===== src/rtl/acc_fpu_arbiter_pkg.sv =====
// Shared types for the FPU arbiter slice.
// - fpu_req_t / fpu_resp_t : FPU operation and result, each with a register tag.
// - acc_owner_e            : which requester owns an outstanding op.
// - acc_slot_t             : one slot-table entry {valid, owner, original tag}.
// - slot_id_t              : slot index width for the default table depth.
package acc_fpu_arbiter_pkg;

    localparam int unsigned ACC_MAX_INFLIGHT = 4;
    localparam int unsigned DATA_W           = 32;
    localparam int unsigned REG_ADDR_W       = 5;

    typedef logic [REG_ADDR_W-1:0]               reg_addr_t;
    typedef logic [$clog2(ACC_MAX_INFLIGHT)-1:0] slot_id_t;

    typedef enum logic {
        OWN_CPU = 1'b0,
        OWN_PIV = 1'b1
    } acc_owner_e;

    typedef struct packed {
        logic [3:0]        op;
        logic [DATA_W-1:0] a;
        logic [DATA_W-1:0] b;
        reg_addr_t         tag;
    } fpu_req_t;

    typedef struct packed {
        logic [DATA_W-1:0] result;
        logic [4:0]        status;
        reg_addr_t         tag;
    } fpu_resp_t;

    typedef struct packed {
        logic       valid;
        acc_owner_e owner;
        reg_addr_t  tag;
    } acc_slot_t;

endpackage


===== src/rtl/acc_fpu_arbiter_if.sv =====
// Bundle of all handshake, bus and status signals around the FPU arbiter.
// - slave  : view taken by the arbiter (requests/FPU results in, grants/results out).
// - master : view taken by the surrounding system.
// Signal names keep their _i/_o suffixes as seen from the arbiter.
interface acc_fpu_arbiter_if
    import acc_fpu_arbiter_pkg::*;
#(
    parameter int unsigned MAX_INFLIGHT = ACC_MAX_INFLIGHT
);
    logic      req0_valid_i, req0_ready_o;
    fpu_req_t  req0_i;
    logic      req1_valid_i, req1_ready_o;
    fpu_req_t  req1_i;
    logic      resp0_valid_o, resp0_ready_i;
    fpu_resp_t resp0_o;
    logic      resp1_valid_o, resp1_ready_i;
    fpu_resp_t resp1_o;
    logic      flush_i;
    logic      fpu_in_valid_o, fpu_in_ready_i;
    fpu_req_t  fpu_req_o;
    logic      fpu_out_valid_i, fpu_out_ready_o;
    fpu_resp_t fpu_resp_i;
    logic      fpu_flush_o;
    logic [$clog2(MAX_INFLIGHT):0] inflight_o;
    logic      busy_o, err_o;

    modport slave (
        input  req0_valid_i, req0_i, req1_valid_i, req1_i,
               resp0_ready_i, resp1_ready_i, flush_i,
               fpu_in_ready_i, fpu_out_valid_i, fpu_resp_i,
        output req0_ready_o, req1_ready_o, resp0_valid_o, resp0_o,
               resp1_valid_o, resp1_o, fpu_in_valid_o, fpu_req_o,
               fpu_out_ready_o, fpu_flush_o, inflight_o, busy_o, err_o
    );

    modport master (
        output req0_valid_i, req0_i, req1_valid_i, req1_i,
               resp0_ready_i, resp1_ready_i, flush_i,
               fpu_in_ready_i, fpu_out_valid_i, fpu_resp_i,
        input  req0_ready_o, req1_ready_o, resp0_valid_o, resp0_o,
               resp1_valid_o, resp1_o, fpu_in_valid_o, fpu_req_o,
               fpu_out_ready_o, fpu_flush_o, inflight_o, busy_o, err_o
    );
endinterface


===== src/rtl/acc_fpu_arbiter_slot_table.sv =====
// Slot table for outstanding FPU ops.
// Ports: clk_i/rst_ni (async active-low), clear_i (drop every entry),
//        alloc_i/alloc_owner_i/alloc_tag_i (claim the slot on alloc_id_o),
//        free_avail_o/alloc_id_o (lowest free slot), free_i/free_id_i (retire),
//        lookup_id_i/lookup_o (read an entry), count_o (occupied slots).
module acc_fpu_arbiter_slot_table
    import acc_fpu_arbiter_pkg::*;
#(
    parameter  int unsigned DEPTH = ACC_MAX_INFLIGHT,
    localparam int unsigned ID_W  = $clog2(DEPTH),
    localparam int unsigned CNT_W = ID_W + 1
) (
    input  logic             clk_i,
    input  logic             rst_ni,
    input  logic             clear_i,
    input  logic             alloc_i,
    input  acc_owner_e       alloc_owner_i,
    input  reg_addr_t        alloc_tag_i,
    output logic             free_avail_o,
    output logic [ID_W-1:0]  alloc_id_o,
    input  logic             free_i,
    input  logic [ID_W-1:0]  free_id_i,
    input  logic [ID_W-1:0]  lookup_id_i,
    output acc_slot_t        lookup_o,
    output logic [CNT_W-1:0] count_o
);
    logic [DEPTH-1:0] valid_q;
    acc_owner_e       owner_q [DEPTH];
    reg_addr_t        tag_q   [DEPTH];

    // Allocation looks only at the registered valids, so a slot retiring
    // this cycle cannot be handed out again until the next one.
    always_comb begin
        free_avail_o = 1'b0;
        alloc_id_o   = '0;
        for (int i = int'(DEPTH) - 1; i >= 0; i--) begin
            if (!valid_q[i]) begin
                free_avail_o = 1'b1;
                alloc_id_o   = ID_W'(i);
            end
        end
    end

    always_comb begin
        count_o = '0;
        for (int i = 0; i < int'(DEPTH); i++) begin
            count_o = count_o + CNT_W'(valid_q[i]);
        end
    end

    always_comb begin
        lookup_o.valid = valid_q[lookup_id_i];
        lookup_o.owner = owner_q[lookup_id_i];
        lookup_o.tag   = tag_q[lookup_id_i];
    end

    always_ff @(posedge clk_i or negedge rst_ni) begin
        if (!rst_ni) begin
            valid_q <= '0;
        end else if (clear_i) begin
            valid_q <= '0;
        end else begin
            if (free_i)  valid_q[free_id_i]  <= 1'b0;
            if (alloc_i) valid_q[alloc_id_o] <= 1'b1;
        end
    end

    // Owner/tag payload is only meaningful while the valid bit is set.
    always_ff @(posedge clk_i) begin
        if (alloc_i) begin
            owner_q[alloc_id_o] <= alloc_owner_i;
            tag_q[alloc_id_o]   <= alloc_tag_i;
        end
    end
endmodule


===== src/rtl/acc_fpu_arbiter.sv =====
// Shares one FPU between the CPU (port 0) and the pivot sequencer (port 1).
// Ports: clk_i, rst_ni (async active-low), bus (acc_fpu_arbiter_if.slave):
//        two request ports, two response ports, the FPU request/response
//        channels, flush in/out and inflight/busy/err status.
// Each issued op carries its slot ID as FPU tag; the slot remembers the
// owner and original tag so out-of-order results route back correctly.
module acc_fpu_arbiter
    import acc_fpu_arbiter_pkg::*;
#(
    parameter int unsigned MAX_INFLIGHT = ACC_MAX_INFLIGHT
) (
    input logic               clk_i,
    input logic               rst_ni,
    acc_fpu_arbiter_if.slave  bus
);
    localparam int unsigned ID_W  = $clog2(MAX_INFLIGHT);
    localparam int unsigned CNT_W = ID_W + 1;
    localparam int unsigned TAG_W = $bits(reg_addr_t);

    if (MAX_INFLIGHT < 2 || (MAX_INFLIGHT & (MAX_INFLIGHT - 1)) != 0) begin : g_bad_depth
        $error("MAX_INFLIGHT must be a power of two and at least 2");
    end
    if (TAG_W < ID_W) begin : g_bad_tag
        $error("FPU tag too narrow to carry a slot ID");
    end

    logic             rr_ptr_q, flush_q, err_q;
    logic             free_avail, any_req, can_issue, winner, issue;
    logic [ID_W-1:0]  alloc_id, resp_id;
    logic [CNT_W-1:0] count;
    acc_slot_t        slot;
    fpu_req_t         win_src, fpu_req;
    fpu_resp_t        resp_out;
    logic             tag_in_range, slot_hit, owner_ready, retire, bad_resp;

    assign any_req   = bus.req0_valid_i | bus.req1_valid_i;
    assign can_issue = free_avail & bus.fpu_in_ready_i & ~bus.flush_i;
    // On a tie the port that did not win last time goes first.
    assign winner    = (bus.req0_valid_i & bus.req1_valid_i) ? ~rr_ptr_q : bus.req1_valid_i;
    assign issue     = can_issue & any_req;
    assign win_src   = winner ? bus.req1_i : bus.req0_i;

    always_comb begin
        fpu_req     = win_src;
        fpu_req.tag = reg_addr_t'(alloc_id);
    end

    assign bus.fpu_in_valid_o = issue;
    assign bus.req0_ready_o   = issue & ~winner;
    assign bus.req1_ready_o   = issue & winner;
    assign bus.fpu_req_o      = fpu_req;
    assign bus.fpu_flush_o    = bus.flush_i;

    assign resp_id = bus.fpu_resp_i.tag[ID_W-1:0];
    if (TAG_W > ID_W) begin : g_tag_hi
        assign tag_in_range = ~|bus.fpu_resp_i.tag[TAG_W-1:ID_W];
    end else begin : g_tag_exact
        assign tag_in_range = 1'b1;
    end

    assign slot_hit    = tag_in_range & slot.valid;
    assign owner_ready = (slot.owner == OWN_PIV) ? bus.resp1_ready_i : bus.resp0_ready_i;
    assign retire      = bus.fpu_out_valid_i & slot_hit & owner_ready & ~bus.flush_i;
    // Results for free slots are swallowed; right after a flush they are
    // expected stragglers, otherwise they indicate a protocol fault.
    assign bad_resp    = bus.fpu_out_valid_i & ~slot_hit & ~bus.flush_i & ~flush_q;

    always_comb begin
        resp_out     = bus.fpu_resp_i;
        resp_out.tag = slot.tag;
    end

    assign bus.resp0_valid_o   = bus.fpu_out_valid_i & slot_hit & (slot.owner == OWN_CPU) & ~bus.flush_i;
    assign bus.resp1_valid_o   = bus.fpu_out_valid_i & slot_hit & (slot.owner == OWN_PIV) & ~bus.flush_i;
    assign bus.resp0_o         = resp_out;
    assign bus.resp1_o         = resp_out;
    assign bus.fpu_out_ready_o = bus.fpu_out_valid_i & (bus.flush_i | ~slot_hit | owner_ready);

    assign bus.inflight_o = count;
    assign bus.busy_o     = |count;
    assign bus.err_o      = err_q;

    acc_fpu_arbiter_slot_table #(.DEPTH(MAX_INFLIGHT)) u_slots (
        .clk_i         (clk_i),
        .rst_ni        (rst_ni),
        .clear_i       (bus.flush_i),
        .alloc_i       (issue),
        .alloc_owner_i (acc_owner_e'(winner)),
        .alloc_tag_i   (win_src.tag),
        .free_avail_o  (free_avail),
        .alloc_id_o    (alloc_id),
        .free_i        (retire),
        .free_id_i     (resp_id),
        .lookup_id_i   (resp_id),
        .lookup_o      (slot),
        .count_o       (count)
    );

    always_ff @(posedge clk_i or negedge rst_ni) begin
        if (!rst_ni) begin
            rr_ptr_q <= 1'b0;
            flush_q  <= 1'b0;
            err_q    <= 1'b0;
        end else begin
            if (issue) rr_ptr_q <= winner;
            flush_q <= bus.flush_i;
            err_q   <= err_q | bad_resp;
        end
    end
endmodule

===== src/flat_wrapper.sv =====
// flat-port wrapper written by rule: the top's interface ports become plain ports
module acc_fpu_arbiter_flat import acc_fpu_arbiter_pkg::*;
#(
    parameter int unsigned MAX_INFLIGHT = ACC_MAX_INFLIGHT
)
  (clk_i, rst_ni, bus_req0_valid_i, bus_req0_i, bus_req1_valid_i, bus_req1_i, bus_resp0_ready_i, bus_resp1_ready_i, bus_flush_i, bus_fpu_in_ready_i, bus_fpu_out_valid_i, bus_fpu_resp_i, bus_req0_ready_o, bus_req1_ready_o, bus_resp0_valid_o, bus_resp0_o, bus_resp1_valid_o, bus_resp1_o, bus_fpu_in_valid_o, bus_fpu_req_o, bus_fpu_out_ready_o, bus_fpu_flush_o, bus_inflight_o, bus_busy_o, bus_err_o);
  acc_fpu_arbiter_if #(.MAX_INFLIGHT(MAX_INFLIGHT)) bus_i ();
  input logic clk_i;
  input logic rst_ni;
  input wire logic [$bits(bus_i.req0_valid_i)-1:0] bus_req0_valid_i;
  input wire logic [$bits(bus_i.req0_i)-1:0] bus_req0_i;
  input wire logic [$bits(bus_i.req1_valid_i)-1:0] bus_req1_valid_i;
  input wire logic [$bits(bus_i.req1_i)-1:0] bus_req1_i;
  input wire logic [$bits(bus_i.resp0_ready_i)-1:0] bus_resp0_ready_i;
  input wire logic [$bits(bus_i.resp1_ready_i)-1:0] bus_resp1_ready_i;
  input wire logic [$bits(bus_i.flush_i)-1:0] bus_flush_i;
  input wire logic [$bits(bus_i.fpu_in_ready_i)-1:0] bus_fpu_in_ready_i;
  input wire logic [$bits(bus_i.fpu_out_valid_i)-1:0] bus_fpu_out_valid_i;
  input wire logic [$bits(bus_i.fpu_resp_i)-1:0] bus_fpu_resp_i;
  output wire logic [$bits(bus_i.req0_ready_o)-1:0] bus_req0_ready_o;
  output wire logic [$bits(bus_i.req1_ready_o)-1:0] bus_req1_ready_o;
  output wire logic [$bits(bus_i.resp0_valid_o)-1:0] bus_resp0_valid_o;
  output wire logic [$bits(bus_i.resp0_o)-1:0] bus_resp0_o;
  output wire logic [$bits(bus_i.resp1_valid_o)-1:0] bus_resp1_valid_o;
  output wire logic [$bits(bus_i.resp1_o)-1:0] bus_resp1_o;
  output wire logic [$bits(bus_i.fpu_in_valid_o)-1:0] bus_fpu_in_valid_o;
  output wire logic [$bits(bus_i.fpu_req_o)-1:0] bus_fpu_req_o;
  output wire logic [$bits(bus_i.fpu_out_ready_o)-1:0] bus_fpu_out_ready_o;
  output wire logic [$bits(bus_i.fpu_flush_o)-1:0] bus_fpu_flush_o;
  output wire logic [$bits(bus_i.inflight_o)-1:0] bus_inflight_o;
  output wire logic [$bits(bus_i.busy_o)-1:0] bus_busy_o;
  output wire logic [$bits(bus_i.err_o)-1:0] bus_err_o;
  assign bus_i.req0_valid_i = bus_req0_valid_i;
  assign bus_i.req0_i = bus_req0_i;
  assign bus_i.req1_valid_i = bus_req1_valid_i;
  assign bus_i.req1_i = bus_req1_i;
  assign bus_i.resp0_ready_i = bus_resp0_ready_i;
  assign bus_i.resp1_ready_i = bus_resp1_ready_i;
  assign bus_i.flush_i = bus_flush_i;
  assign bus_i.fpu_in_ready_i = bus_fpu_in_ready_i;
  assign bus_i.fpu_out_valid_i = bus_fpu_out_valid_i;
  assign bus_i.fpu_resp_i = bus_fpu_resp_i;
  assign bus_req0_ready_o = bus_i.req0_ready_o;
  assign bus_req1_ready_o = bus_i.req1_ready_o;
  assign bus_resp0_valid_o = bus_i.resp0_valid_o;
  assign bus_resp0_o = bus_i.resp0_o;
  assign bus_resp1_valid_o = bus_i.resp1_valid_o;
  assign bus_resp1_o = bus_i.resp1_o;
  assign bus_fpu_in_valid_o = bus_i.fpu_in_valid_o;
  assign bus_fpu_req_o = bus_i.fpu_req_o;
  assign bus_fpu_out_ready_o = bus_i.fpu_out_ready_o;
  assign bus_fpu_flush_o = bus_i.fpu_flush_o;
  assign bus_inflight_o = bus_i.inflight_o;
  assign bus_busy_o = bus_i.busy_o;
  assign bus_err_o = bus_i.err_o;
  acc_fpu_arbiter #(.MAX_INFLIGHT(MAX_INFLIGHT)) u_core (.clk_i(clk_i), .rst_ni(rst_ni), .bus(bus_i));
endmodule

===== config.mk =====
export PLATFORM = sky130hd
export DESIGN_NAME = acc_fpu_arbiter_flat
export DESIGN_NICKNAME = d
export VERILOG_FILES = /design/src/rtl/acc_fpu_arbiter_pkg.sv /design/src/rtl/acc_fpu_arbiter_if.sv /design/src/rtl/acc_fpu_arbiter_slot_table.sv /design/src/rtl/acc_fpu_arbiter.sv /design/src/flat_wrapper.sv
export SDC_FILE = /design/constraint.sdc
export NUM_CORES = 1
export LEC_CHECK = 0
export ABC_CLOCK_PERIOD_IN_PS = 6600
export BUFFER_PORTS_ARGS = -buffer_cell sky130_fd_sc_hd__buf_2
export CORE_AREA = 2 2 141 143
export DETAILED_ROUTE_END_ITERATION = 10
export DIE_AREA = 0 0 143 145
export PLACE_DENSITY = 0.47
export SLEW_MARGIN = 20
export SYNTH_ARGS = -nofsm -noshare
export SYNTH_HDL_FRONTEND = slang
export SYNTH_SLANG_ARGS = --single-unit

===== constraint.sdc =====
create_clock -name clk_i -period 6.6 [get_ports clk_i]
set_clock_uncertainty 0.1 [all_clocks]
set_input_delay 0.66 -clock clk_i [delete_from_list [all_inputs] [get_ports clk_i]]
set_output_delay 0.66 -clock clk_i [all_outputs]
set_load 0.005 [all_outputs]

# After elaboration in Yosys (flattened, before gate mapping)
# Memory sizes are Yosys's and may differ from the RTL's.
# Index checks and enable logic that the tools add are counted.
# Widths: inputs -> output; s select.
[word_totals] regBits=7 mem_bits_rw=24 elab_cells=72 n_memories=2
[op_classes] n_addsub=3 magnitude_cmp=4 mux=23 bitwise=31 n_reduce_logical=5
[memory_table] memory="u_core.u_slots.tag_q" words=4 width=5 rd=1 rd_ports_with_merged_regs=0 write_ports=1 line="acc_fpu_arbiter_slot_table.sv:29" rtl="reg_addr_t tag_q [DEPTH];"
[memory_table] memory="u_core.u_slots.owner_q" words=4 width=1 rd=1 rd_ports_with_merged_regs=0 write_ports=1 line="acc_fpu_arbiter_slot_table.sv:28" rtl="acc_owner_e owner_q [DEPTH];"
[op_table] op="$mux 73" count=1
[op_table] op="$and 1x1->1" count=18
[op_table] op="$mux 4" count=4
[op_table] op="$mux 1" count=11
[op_table] op="$mux 2" count=4
[op_table] op="$lt 2x3->1 const B" count=2
[op_table] op="$not 1->1" count=6
[op_table] op="$reduce_or 3->1" count=2
[op_table] op="$and 4x4->4" count=1
[op_table] op="$demux 1 s2" count=2
[op_table] op="$ge 2x1->1 const B" count=2
[op_table] op="$not 4->4" count=1
[op_table] op="$or 1x1->1" count=4
[op_table] op="$or 4x4->4" count=1
[op_table] op="$add 2x1->3" count=1
[op_table] op="$add 3x1->3" count=1
[op_table] op="$add 1x1->2" count=1
[op_table] op="$bmux 1 s2" count=1
[op_table] op="$logic_and 1x1->1" count=2
[op_table] op="$logic_not 1->1" count=1

# Depth between registers and ports, before layout
[depth] ltp_word=11 mapped_depth=6 mapped_depth_nobuf=6

# Cells and area by module
# From an unflattened synthesis, not the netlist that was laid out.
[unflattened] hier_cells=326 area_unflattened_um2=3480.8
[by_module_without_submodules] mod="acc_fpu_arbiter" n_inst=1 cells_each=256 area_per_inst_um2=2254.7
[by_module_without_submodules] mod="acc_fpu_arbiter_slot_table" n_inst=1 cells_each=70 area_per_inst_um2=1226.2

# Worst setup path before layout
# No wires, ideal clock.
[synth_path] path_type="register to output" startpoint="register u_core.u_slots.valid_q[0]" endpoint="output port bus_busy_o" t_arrival_ns=1.888 t_required_ns=5.840 path_slack_ns=3.952 stages_incl_launch_ff=7 path_cell_list="dfrtp_1 > inv_1 > fa_1 > inv_1 > ha_1 > ha_1 > or3_1"
[synth_between] elab_chain_cells=4
[synth_rtl] element="from (decl)" line="acc_fpu_arbiter_slot_table.sv:27" rtl="logic [DEPTH-1:0] valid_q;"
[synth_rtl] element="from (signal assigned)" line="acc_fpu_arbiter_slot_table.sv:59" rtl="valid_q <= '0;"
[synth_rtl] element="from (signal assigned)" line="acc_fpu_arbiter_slot_table.sv:61" rtl="valid_q <= '0;"
[synth_rtl] element="from (signal, indexed assignment)" line="acc_fpu_arbiter_slot_table.sv:63" rtl="if (free_i) valid_q[free_id_i] <= 1'b0;"
[synth_rtl] element="$add 1x1->2" line="acc_fpu_arbiter_slot_table.sv:47" rtl="count_o = count_o + CNT_W'(valid_q[i]);"
[synth_rtl] element="$add 2x1->3" line="acc_fpu_arbiter_slot_table.sv:47"
[synth_rtl] element="$add 3x1->3" line="acc_fpu_arbiter_slot_table.sv:47"
[synth_rtl] element="named net bus_inflight_o[1]" line="flat_wrapper.sv:30" rtl="output wire logic [$bits(bus_i.inflight_o)-1:0] bus_inflight_o;"
[synth_rtl] element="$reduce_or 3->1" line="acc_fpu_arbiter.sv:80" rtl="assign bus.busy_o = |count;"
[synth_rtl] element="to (decl)" line="flat_wrapper.sv:31" rtl="output wire logic [$bits(bus_i.busy_o)-1:0] bus_busy_o;"
# The timed path passes the listed nets, and every way through them passes these cells.

# Worst setup path in the final report
[layout_path] startpoint="register u_core.u_slots.valid_q[0]" endpoint="output port bus_busy_o"
[layout_between] elab_chain_cells=4
[layout_rtl] element="$add 1x1->2" line="acc_fpu_arbiter_slot_table.sv:47"
[layout_rtl] element="$add 2x1->3" line="acc_fpu_arbiter_slot_table.sv:47"
[layout_rtl] element="$add 3x1->3" line="acc_fpu_arbiter_slot_table.sv:47"
[layout_rtl] element="$reduce_or 3->1" line="acc_fpu_arbiter.sv:80"
# Every way passes these cells.

==> flow_metrics.py <==
metrics = {
    "yosys": {
        "ys_ff_latch": 31,
        "synth.area.top_cells": "mux2_2 (29%), edfxtp_1 (25%), buf_4 (22%)",
        "netlist_area_um2": 2898,
        "synthDistinctLibCells": 36,
        "syn_inst": 255,
        "synth_top_area_share_pct": 28.76,
        "yosys_warnings": 0,
        "seq_area_frac_synth_pct": 30.92,
        "synth.avg_cell_area_um2": 11.36,
        "synth_top_area_cell": "mux2_2",
    },
    "final_layout": {
        "layout.nets": 622,
        "drive_gt1_share_pct": 79.91,
        "synthToLayoutAreaGrowth_pct": 37.35,
        "n_fill_cell": 2104,
        "finalInstanceArea_um2": 3980,
        "antennaDiodeCount": 0,
    },
    "floorplan": {
        "placementRows": 51,
        "die_h_um": 145,
        "io_pins": 366,
        "coreArea_um2": 19210,
        "floorplan.initialDensity_pct": 15.09,
        "die-area_um2": 20740,
        "die_w_um": 143,
    },
    "timing": {
        "final_max_slew_viol_count": 0,
        "tns_ns": 0,
        "hold_slack_ns": 0.1223,
        "setup_violations": 0,
        "max_slew_margin_pct": 33.72,
        "worstMarginPinSlew_ns": 0.9942,
        "min_period_ns": 3.151,
        "max_freq_mhz": 317.3,
        "rsz0062_at_grt": "no",
        "period_share_pct": 47.74,
        "final-hold-violation-count": 0,
    },
    "flow_run": {
        "max-cap-violations": 0,
    },
    "setup_path": {
        "worstSetupPathType": "register to primary output",
        "start_kind": "register",
        "worst_path_dominant_cell_family": "adder cells",
        "path_buf_inv": 3,
        "crit_path_max_incr_delay_ns": 0.56,
        "path_cells": "inv_1, fa_1, inv_1, ha_1, ha_1, or3_1, buf_2",
        "endpoint_kind": "primary output",
        "crit_slowest_cell": "fa_1",
        "critPathMaxFanout": 5,
        "crit_required_ns": 5.84,
        "crit_arrival_ns": 2.39,
    },
    "run_status": {
        "status": "finished clean",
    },
    "power": {
        "leakage_nw": 1.880,
        "seq_power_share_pct": 33.9,
        "total_power_mw": 0.6604,
        "p_switching_mw": 0.1785,
        "clock_power_share_pct": 32.1,
        "ir_worst_vdd_mv": 0.06717,
        "power.switching_fraction_pct": 27.02,
        "p_per_area_nw_per_um2": 165.9,
        "combinationalPowerShare_pct": 34.0,
        "p_int_mw": 0.4819,
    },
    "placed_design": {
        "gp_routability_congestion": 0.7526,
        "io_buffers": 251,
        "placed_area_um2": 3835,
        "dpl.hpwl_um": 9373,
    },
    "route": {
        "dr.pass1.iters": 4,
        "wirelength_um": 10870,
        "antenna_left": 0,
        "drc_errors": 0,
        "via_per_inst": 3.570,
        "dr.first_iter.drc_count": 135,
        "detail_route.wl_per_cell_um": 15.81,
        "num_vias": 2456,
    },
    "clock_network": {
        "cts-htree-levels": 2,
        "path_clk_slew_ns": 0.05,
        "cts_tree": "done",
        "post_cts_buffers": 0,
        "clock_sinks": 31,
        "cts_max_path_buffers": 2,
        "cts_resized": 0,
        "postCtsHoldBufs": 0,
        "clockRootBuffer": "clkbuf_16",
        "clkLatencyLatePin_ns": 0.27,
        "cts_buffers": 5,
    },
    "global_route": {
        "antenna_found_initial": 0,
        "grt_pass1_vias": 2600,
        "grt_max_degree": 81,
        "grt_overflow": 0,
        "grt_pass1_wl_um": 15570,
        "grt.total_usage_pct": 9.913,
    },
    "hold_path": {
        "min_path_type": "primary input to asynchronous set/reset pin",
    },
}
power groups by stage:
stage	Clock, mW	Combinational [mW]	Sequential [mW]
after floorplan	0	0.146	0.225
after global placement	0	0.228	0.227
after detailed placement	0	0.228	0.227
after CTS	0.217	0.230	0.224
after global routing	0.225	0.247	0.224
final	0.212	0.225	0.224
flip-flops by register name, summed over array words and instances, names as in the netlist:
| name | count |
|---|---|
| u_core.u_slots.valid_q | 4 |
| u_core.u_slots.tag_q | 20 |
| u_core.bus.err_o | 1 |
| u_core.u_slots.owner_q | 4 |
| u_core.rr_ptr_q | 1 |
| u_core.flush_q | 1 |
stage by stage:
stage	cells	setup slack, ns	utilization [%]
after global routing	688	3.349	20.72
after detailed placement	680	3.448	19.97
after floorplan	257	3.952	-
final	688	3.449	20.72
after CTS	688	3.448	20.70
after global placement	680	3.488	19.97
layer usage:
metal	GRT usage (%)	share of wire, %	vias to the layer above
met5	0	0	-
met4	1.337	0.47	0
met3	5.116	13	5
met2	17.06	48	192
met1	11.12	38	1096
li1	-	-	1163
cells by family (layout without fill, tap and decap cells):
family,after synthesis,count (layout),synth area share [%]
AOI/OAI and AO/OA,12,12,2.850
adders and majority gates,3,3,1.554
buffers and inverters,100,266,24.14
DFF,31,31,30.92
muxes,82,82,35.32
other,1,3,0.1294
and+or+nand+nor,26,26,5.096
placed cells by master, fill, tap and decap left out, types with 2 or more instances in the layout:
master / Yosys / final
clkinv_1: 0 / 2
a21oi_1: 3 / 3
conb_1: 1 / 3
mux4_1: 6 / 6
edfxtp_1: 24 / 24
a21boi_0: 2 / 2
buf_2: 4 / 251
dfrtp_1: 7 / 7
nand2_1: 4 / 4
inv_1: 6 / 6
clkbuf_16: 0 / 5
nor2_1: 6 / 6
nor3_1: 6 / 5
mux2_2: 74 / 74
ha_1: 2 / 2
worst paths after layout:
path / start / endpoint / slack [ns] / cells past startpoint
hold reg to reg: u_core.bus.err_o / u_core.bus.err_o / 0.35 / 1
max in group asynchronous: rst_ni / u_core.rr_ptr_q / 6.11 / 1
setup reg to reg: u_core.rr_ptr_q / u_core.u_slots.tag_q[2][4] / 4.45 / 3
min in group clk_i: u_core.bus.err_o / u_core.bus.err_o / 0.35 / 1
setup / recovery: u_core.u_slots.valid_q[0] / bus_busy_o / 3.45 / 7
hold / removal: rst_ni / u_core.u_slots.valid_q[2] / 0.12 / 1
area by class of cell:
class | instances | area (um2) | share of cell area [%]
Timing Repair Buffer | 252 | 1264 | 31.75
Tap cell | 265 | 331.6 | 8.331
Multi-Input combinational cell | 126 | 1326 | 33.32
Clock inverter | 3 | 15.01 | 0.3772
Clock buffer | 5 | 125.1 | 3.144
Inverter | 6 | 22.52 | 0.5659
Sequential cell | 31 | 895.9 | 22.51
cells in the mapped netlist:
| cell | number |
|---|---|
| a211oi_1 | 1 |
| a21boi_0 | 2 |
| a21boi_1 | 1 |
| a21o_1 | 1 |
| a21oi_1 | 3 |
| a31o_1 | 1 |
| a41oi_1 | 1 |
| and2_1 | 1 |
| and2b_2 | 1 |
| and3_2 | 1 |
| buf_2 | 4 |
| buf_4 | 83 |
| buf_6 | 1 |
| clkbuf_1 | 6 |
| conb_1 | 1 |
| dfrtp_1 | 7 |
| edfxtp_1 | 24 |
| fa_1 | 1 |
| ha_1 | 2 |
| inv_1 | 6 |
| mux2_2 | 74 |
| mux2i_1 | 1 |
| mux4_1 | 6 |
| mux4_2 | 1 |
| nand2_1 | 4 |
| nand4_2 | 1 |
| nor2_1 | 6 |
| nor2b_1 | 1 |
| nor3_1 | 6 |
| nor3b_1 | 1 |
| nor4_1 | 1 |
| nor4b_1 | 1 |
| o211ai_1 | 1 |
| o21ai_0 | 1 |
| or3_1 | 1 |
| or4b_1 | 1 |
Power figures use the tool's default switching activity.
